--- src/rtl/alu_stage.sv ---
// Handshaked single-issue ALU stage: IDLE -> EXEC|MUL -> DONE -> IDLE.
// Define ALU_STAGE_MUL_EN to build the iterative shift-add multiplier for op 111.
module alu_stage #(
    parameter int WIDTH = 6
) (
    input  logic             clock,
    input  logic             reset_n,
    input  logic [WIDTH-1:0] A,
    input  logic [WIDTH-1:0] B,
    input  logic [2:0]       op,
    input  logic             in_valid,
    output logic             in_ready,
    output logic [WIDTH-1:0] result,
    output logic             op_err,
    output logic             out_valid,
    input  logic             out_ready
);
    typedef enum logic [1:0] {S_IDLE, S_EXEC, S_MUL, S_DONE} state_t;

    localparam logic [2:0] OP_ADD = 3'b000, OP_SUB = 3'b001, OP_AND = 3'b010,
                           OP_OR  = 3'b011, OP_XOR = 3'b100, OP_GT  = 3'b101,
                           OP_EQ  = 3'b110, OP_MUL = 3'b111;

`ifdef ALU_STAGE_MUL_EN
    localparam bit MUL_EN = 1'b1;
`else
    localparam bit MUL_EN = 1'b0;
`endif

    state_t           r_state, w_next;
    logic [WIDTH-1:0] r_a, r_b, r_result;
    logic [2:0]       r_op;
    logic             r_op_err;
    logic             w_accept, w_to_mul, w_mul_done;
    logic [WIDTH-1:0] w_alu, w_mul_prod;
    logic             w_alu_err;

    assign w_accept = in_valid && (r_state == S_IDLE);
    assign w_to_mul = MUL_EN && (op == OP_MUL);

    // state register
    always_ff @(posedge clock) begin
        if (!reset_n) r_state <= S_IDLE;
        else          r_state <= w_next;
    end

    // next-state logic
    always_comb begin
        w_next = r_state;
        case (r_state)
            S_IDLE: if (in_valid) w_next = w_to_mul ? S_MUL : S_EXEC;
            S_EXEC: w_next = S_DONE;
            S_MUL:  if (w_mul_done) w_next = S_DONE;
            S_DONE: if (out_ready) w_next = S_IDLE;
            default: w_next = S_IDLE;
        endcase
    end

    // outputs decoded from state
    always_comb begin
        in_ready  = (r_state == S_IDLE);
        out_valid = (r_state == S_DONE);
    end

    // single-cycle ALU on the latched operands
    always_comb begin
        w_alu     = '0;
        w_alu_err = 1'b0;
        case (r_op)
            OP_ADD: w_alu = r_a + r_b;
            OP_SUB: w_alu = r_a - r_b;
            OP_AND: w_alu = r_a & r_b;
            OP_OR:  w_alu = r_a | r_b;
            OP_XOR: w_alu = r_a ^ r_b;
            OP_GT:  w_alu = WIDTH'($signed(r_a) > $signed(r_b));
            OP_EQ:  w_alu = WIDTH'(r_a == r_b);
            OP_MUL: w_alu_err = !MUL_EN;
            default: w_alu = '0;
        endcase
    end

    always_ff @(posedge clock) begin
        if (!reset_n) begin
            r_a      <= '0;
            r_b      <= '0;
            r_op     <= '0;
            r_result <= '0;
            r_op_err <= 1'b0;
        end else begin
            if (w_accept) begin
                r_a  <= A;
                r_b  <= B;
                r_op <= op;
            end
            if (r_state == S_EXEC) begin
                r_result <= w_alu;
                r_op_err <= w_alu_err;
            end else if (w_mul_done) begin
                r_result <= w_mul_prod;
                r_op_err <= 1'b0;
            end
        end
    end

`ifdef ALU_STAGE_MUL_EN
    // WIDTH shift-add steps, then one cycle at count==WIDTH to hand the product to result
    localparam logic [WIDTH-1:0] CNT_LAST = WIDTH'(WIDTH);
    logic [WIDTH-1:0] r_cnt, r_acc, r_mcand, r_mplier;

    always_ff @(posedge clock) begin
        if (!reset_n) begin
            r_cnt    <= '0;
            r_acc    <= '0;
            r_mcand  <= '0;
            r_mplier <= '0;
        end else if (w_accept && w_to_mul) begin
            r_cnt    <= '0;
            r_acc    <= '0;
            r_mcand  <= A;
            r_mplier <= B;
        end else if (r_state == S_MUL && r_cnt != CNT_LAST) begin
            if (r_mplier[0]) r_acc <= r_acc + r_mcand;
            r_mcand  <= r_mcand << 1;
            r_mplier <= r_mplier >> 1;
            r_cnt    <= r_cnt + WIDTH'(1);
        end
    end

    assign w_mul_done = (r_state == S_MUL) && (r_cnt == CNT_LAST);
    assign w_mul_prod = r_acc;
`else
    assign w_mul_done = 1'b0;
    assign w_mul_prod = '0;
`endif

    assign result = r_result;
    assign op_err = r_op_err;

endmodule

--- config.mk ---
export PLATFORM = sky130hd
export DESIGN_NAME = alu_stage
export DESIGN_NICKNAME = d
export VERILOG_FILES = /design/src/rtl/alu_stage.sv
export SDC_FILE = /design/constraint.sdc
export NUM_CORES = 1
export LEC_CHECK = 0
export ABC_AREA = 1
export ABC_CLOCK_PERIOD_IN_PS = 5100
export CORE_UTILIZATION = 57
export CTS_CLUSTER_DIAMETER = 200
export CTS_CLUSTER_SIZE = 28
export DETAILED_ROUTE_END_ITERATION = 6
export MAX_ROUTING_LAYER = met4
export PLACE_DENSITY = 0.85
export SETUP_SLACK_MARGIN = 0.05
export SLEW_MARGIN = 20
export SYNTH_ARGS = -nofsm -noshare
export SYNTH_HDL_FRONTEND = slang
export SYNTH_SLANG_ARGS = --single-unit
--- constraint.sdc ---
create_clock -name clock -period 5.1 [get_ports clock]
set_input_delay 1.275 -clock clock [delete_from_list [all_inputs] [get_ports clock]]
set_output_delay 1.275 -clock clock [all_outputs]
set_load 0.01 [all_outputs]
Yosys cells after proc, flatten, opt, wreduce, memory -nomap -nowiden
Index checks and enable logic that the tools add are counted.
{ "totals": {"input_bits": 19, "regBits": 24} }
{ "classes": {"n_mux": 5, "n_reduce_logical": 4, "n_lt_le_gt_ge": 1, "addsub": 2, "n_bitwise": 4, "eq_ne": 13} }
{ "ops": {"columns": ["op", "count"], "rows": [
  ["$pmux W6 S7", 1],
  ["$eq A3 B3 Y1 const B", 4],
  ["$add A6 B6 Y6", 1],
  ["$and A6 B6 Y6", 1],
  ["$eq A3 B2 Y1 const B", 2],
  ["$eq A6 B6 Y1", 1],
  ["$gt A6 B6 Y1", 1],
  ["$or A6 B6 Y6", 1],
  ["$pmux W2 S3", 1],
  ["$sub A6 B6 Y6", 1],
  ["$xor A6 B6 Y6", 1],
  ["$eq A2 B2 Y1 const B", 2],
  ["$mux W2", 2],
  ["$eq A3 B1 Y1 const B", 1],
  ["$logic_not A3 Y1", 1],
  ["$reduce_and A3 Y1", 1],
  ["$eq A2 B1 Y1 const B", 1],
  ["$logic_not A2 Y1", 1],
  ["$ne A2 B1 Y1 const B", 1],
  ["$ne A2 B2 Y1 const B", 1],
  ["$logic_and A1 B1 Y1", 1],
  ["$mux W1", 1],
  ["$not A1 Y1", 1]
]} }

Depth between registers and ports, before layout
{ "logic_depth": {"word_depth": 3, "depth_mapped": 13} }

Worst setup path after synthesis
Ideal clock, no wire load.
{ "synth_timing": {"path_type": "input -> register", "from": "input in_valid", "to": "register r_b[1]", "n_path_buf": 1, "path_stages": 4, "t_required_ns": 5.030, "arrival_time_ns": 1.794, "path_slack_ns": 3.236, "cell_sequence": "nand2_1 > clkbuf_1 > o21ai_1 > a21oi_1"} }
{ "synth_between": {"elab_chain_cells": 1} }
{ "synth_rtl": {"columns": ["element", "line_no", "rtl"], "rows": [
  ["start, declared", "11", "input logic in_valid,"],
  ["$logic_and A1 B1 Y1", "38", "assign w_accept = in_valid && (r_state == S_IDLE);"],
  ["end signal, assigned", "85", "r_b <= '0;"],
  ["end signal, assigned", "92", "r_b <= B;"],
  ["end, declared", "31", "logic [WIDTH-1:0] r_a, r_b, r_result;"]
]} }
No other way between the ends.
A chain may end at the register's enable or synchronous reset.

Worst setup path in the final report
{ "layout_timing": {"from": "register r_state[0]", "to": "output in_ready"} }
{ "layout_between": {"elab_chain_cells": 1} }
{ "layout_rtl": {"columns": ["element", "line_no", "rtl"], "rows": [
  ["start, declared", "30", "state_t r_state, w_next;"],
  ["start signal, assigned", "44", "else r_state <= w_next;"],
  ["$logic_not A2 Y1", "61", "in_ready = (r_state == S_IDLE);"],
  ["end, declared", "12", "output logic in_ready,"]
]} }
No other way between the ends.

==> summary.md <==
| Metric | Value |
|---|---|
| Result of the run | `finished, final reports clean` |
| Overall via count from detail_route | `1614` |
| CTS Buffer Depth | `2` |
| Max Clock Skew | `7.02 ps` |
| Number of buffer and inverter stages on the critical path | `1` |
| Critical-path maximum fanout | `4` |
| Critical path's top delay family | `buffers and inverters` |
| Placed inst area | `1920 sq um` |
| Layout overhead on the synthesized area | `19.8%` |
| Number of antenna cells inserted | `0` |
| Detailed-route DRC error count | `0` |
| Top cells by area in the synthesized netlist | `dfxtp_1, ha_1, nand2_1` |
| CTS Sinks | `24` |
| Clk Latency, worst-skew pair | `320 ps` |
| Capturing element type of the critical path | `output pin` |
| Distinct cells, synth | `25` |
| Number of max-slew violations in the final report | `0` |
| Effective utilization at floorplan | `0.601` |
| Largest area contributor in the synthesized netlist | `dfxtp_1` |
| Worst Setup Start Kind | `flop` |
| Final Hold Violating Endpoints | `0` |
| Fin Setup TNS | `0 ps` |
| Leak | `0.842 nW` |
| Antenna violations before repair | `0` |
| IR drop worst, VDD | `0.240 mV` |
| Series of cell instances along the critical path | `nor2_1 -> clkdlybuf4s50_1` |
| Height of the chip | `55.7 microns` |
| Average size of a mapped cell | `7.06 sq um` |
| Slowest cell on the critical path | `clkdlybuf4s50_1` |
| Arrival time of the worst setup path | `1420 ps` |
| Most frequent standard cell in the layout excluding fill and tap cells | `nand2_1` |
| Core outline area | `2730 sq um` |
| Highest attainable clock frequency | `0.371 GHz` |
| Mapped cell area | `1640 sq um` |
| Post-CTS Setup Bufs | `0` |
| First-pass GRT wire length | `6260 microns` |
| Critical Setup Path Class | `reg2out` |
| Overall Global Routing Usage | `0.258` |
| Worst slew margin relative to its limit | `0.397` |
| Number of H-tree branching levels | `1` |
| Period utilization | `0.528` |
| Post-CTS Resized | `0` |
| Clock tree from TritonCTS | `built` |
| Transition time of the tightest slew-check pin | `902 ps` |
| Number of DRC violations after detailed-routing iteration 0 | `91` |
| Utilization of the core after routing | `0.720` |
| Root Driver | `clkbuf_4` |
| Global route overflow | `0` |
| Width of the die | `55.7 microns` |
| Data required time of the critical path | `3830 ps` |
| Number of synthesis warnings | `0` |
| Number of buffers created by CTS | `3` |
| Detailed placer's ending HPWL | `2700 microns` |
| WL final | `3560 microns` |
| Time the final worst path needs with I/O delays and setup | `2690 ps` |
| Final-report setup violation count | `0` |
| Detailed-routing iteration count for the pre-antenna-repair pass | `4` |
| Clock slew seen by the registers of the worst setup and hold paths | `140 ps` |
| Most used cells in the layout excluding fill and tap cells | `nand2_1, a21oi_1, clkdlybuf4s50_1, nand3_1, dfxtp_1` |
| Via count of the first global-routing pass | `1431` |
| Setup repair after global routing missed its margin | `no` |
| Worst path max stage delay | `560 ps` |
| Total power draw | `0.000554 W` |
| Number of port buffers | `27` |
| Syn Nets | `273` |
| Hold slack | `472 ps` |
| Flip-flop and latch count after synthesis | `24` |
| Kind of path behind the tightest hold check | `reg2reg` |
| Cell count after synthesis | `233` |
| Row Count | `19` |
| Routed WL per cell | `12.4 microns` |
| Net total in the final layout | `298` |
| Fraction of final layout cells sized beyond drive strength 1 | `0.0778` |
| Portion of the post-synthesis area used by sequential elements | `0.292` |
| Via density per instance | `5.60` |
| Cell area power density | `281 nW/um^2` |
| Area share of the leading cell type in the synthesized netlist | `0.292` |
| Area of the die | `3100 sq um` |
| Placer's final routability congestion estimate | `0.964` |
| Layout Cell Area excl Fill | `1970 sq um` |
| Max Cap Viol | `0` |
| Cts-stage hold buffer count | `0` |
| Maximum number of pins on one net before global-route repair | `31` |
| Number of top-level pins | `28` |
| Antenna-violating nets left | `0` |
state kept, by name, indices dropped and copies added, names as in the netlist:
register and cells:
r_b 6, result 6, r_a 6, op_err 1
r_op 3, r_state 2
metrics by stage:
stage,setup WS [ps],std cells
2_1_floorplan,3240,233
3_3_place_gp,2340,284
3_5_place_dp,2230,284
4_1_cts,2390,288
5_1_grt,2290,288
6_report,2410,288
worst register-to-register path: cells and delay by family (launching register included):
kind,cells,cell delay (ps)
and+or+nand+nor,2,330
AOI/OAI and AO/OA,3,360
adders and majority gates,2,690
DFF,1,350
report_power, final:
| group | switching (W) | leakage (nW) | total [W] | internal [W] |
|---|---|---|---|---|
| clock | 0.0000603 | 0.0279 | 0.000140 | 0.0000795 |
| sequential | 0.0000175 | 0.198 | 0.000223 | 0.000205 |
| combinational | 0.000113 | 0.616 | 0.000192 | 0.0000790 |
| total | 0.000190 | 0.842 | 0.000554 | 0.000364 |
logic make-up after synthesis:
group / Yosys count / share of synthesized area
compound gates: 56 / 0.177
fa+ha+maj: 21 / 0.169
buf+inv: 37 / 0.0913
flops: 24 / 0.292
simple gates: 95 / 0.270
cell type report:
cell class              count  area (sq um)
clock buffers               3          22.5
well taps                  31          38.8
clock inverters             1          30.0
flip-flops and latches     24           480
inverters                  30           114
multi-input cells         172          1010
repair buffers             27           270
fillers                   226           764
path summary, 6_finish.rpt:
check | start | depth (start not counted) | to | slack [ps]
setup / recovery | r_state[0]$_SDFFE_PN0P_ | 2 | in_ready | 2410
hold / removal | result[5]$_SDFFE_PN0N_ | 2 | result[5]$_SDFFE_PN0N_ | 470
setup reg to reg | r_b[0]$_SDFFE_PN0P_ | 7 | result[2]$_SDFFE_PN0N_ | 3270
hold reg to reg | result[5]$_SDFFE_PN0N_ | 2 | result[5]$_SDFFE_PN0N_ | 470
synth_stat cells:
| master | n |
|---|---|
| nor3_1 | 2 |
| nor3_2 | 2 |
| fa_1 | 2 |
| o2bb2ai_1 | 1 |
| buf_2 | 2 |
| inv_2 | 7 |
| buf_4 | 2 |
| o21ai_1 | 21 |
| dfxtp_1 | 24 |
| o2111ai_1 | 1 |
| nor2_2 | 1 |
| o22ai_1 | 3 |
| nor2_1 | 11 |
| nand3_1 | 24 |
| nand4_1 | 3 |
| ha_1 | 19 |
| clkinv_2 | 1 |
| or2_1 | 1 |
| nand3_2 | 2 |
| nand2_2 | 2 |
| nor3_4 | 1 |
| a21oi_1 | 30 |
| inv_1 | 22 |
| nand2_1 | 46 |
| clkbuf_1 | 3 |
metal layers:
metal	vias to the layer above	routed length, microns	GRT usage
met5	-	0	-
met4	0	63	0.107
met3	7	175	0.0233
met1	728	1690	0.359
li1	826	-	-
met2	53	1630	0.387
Note: power is estimated with default switching activity, not from simulation.
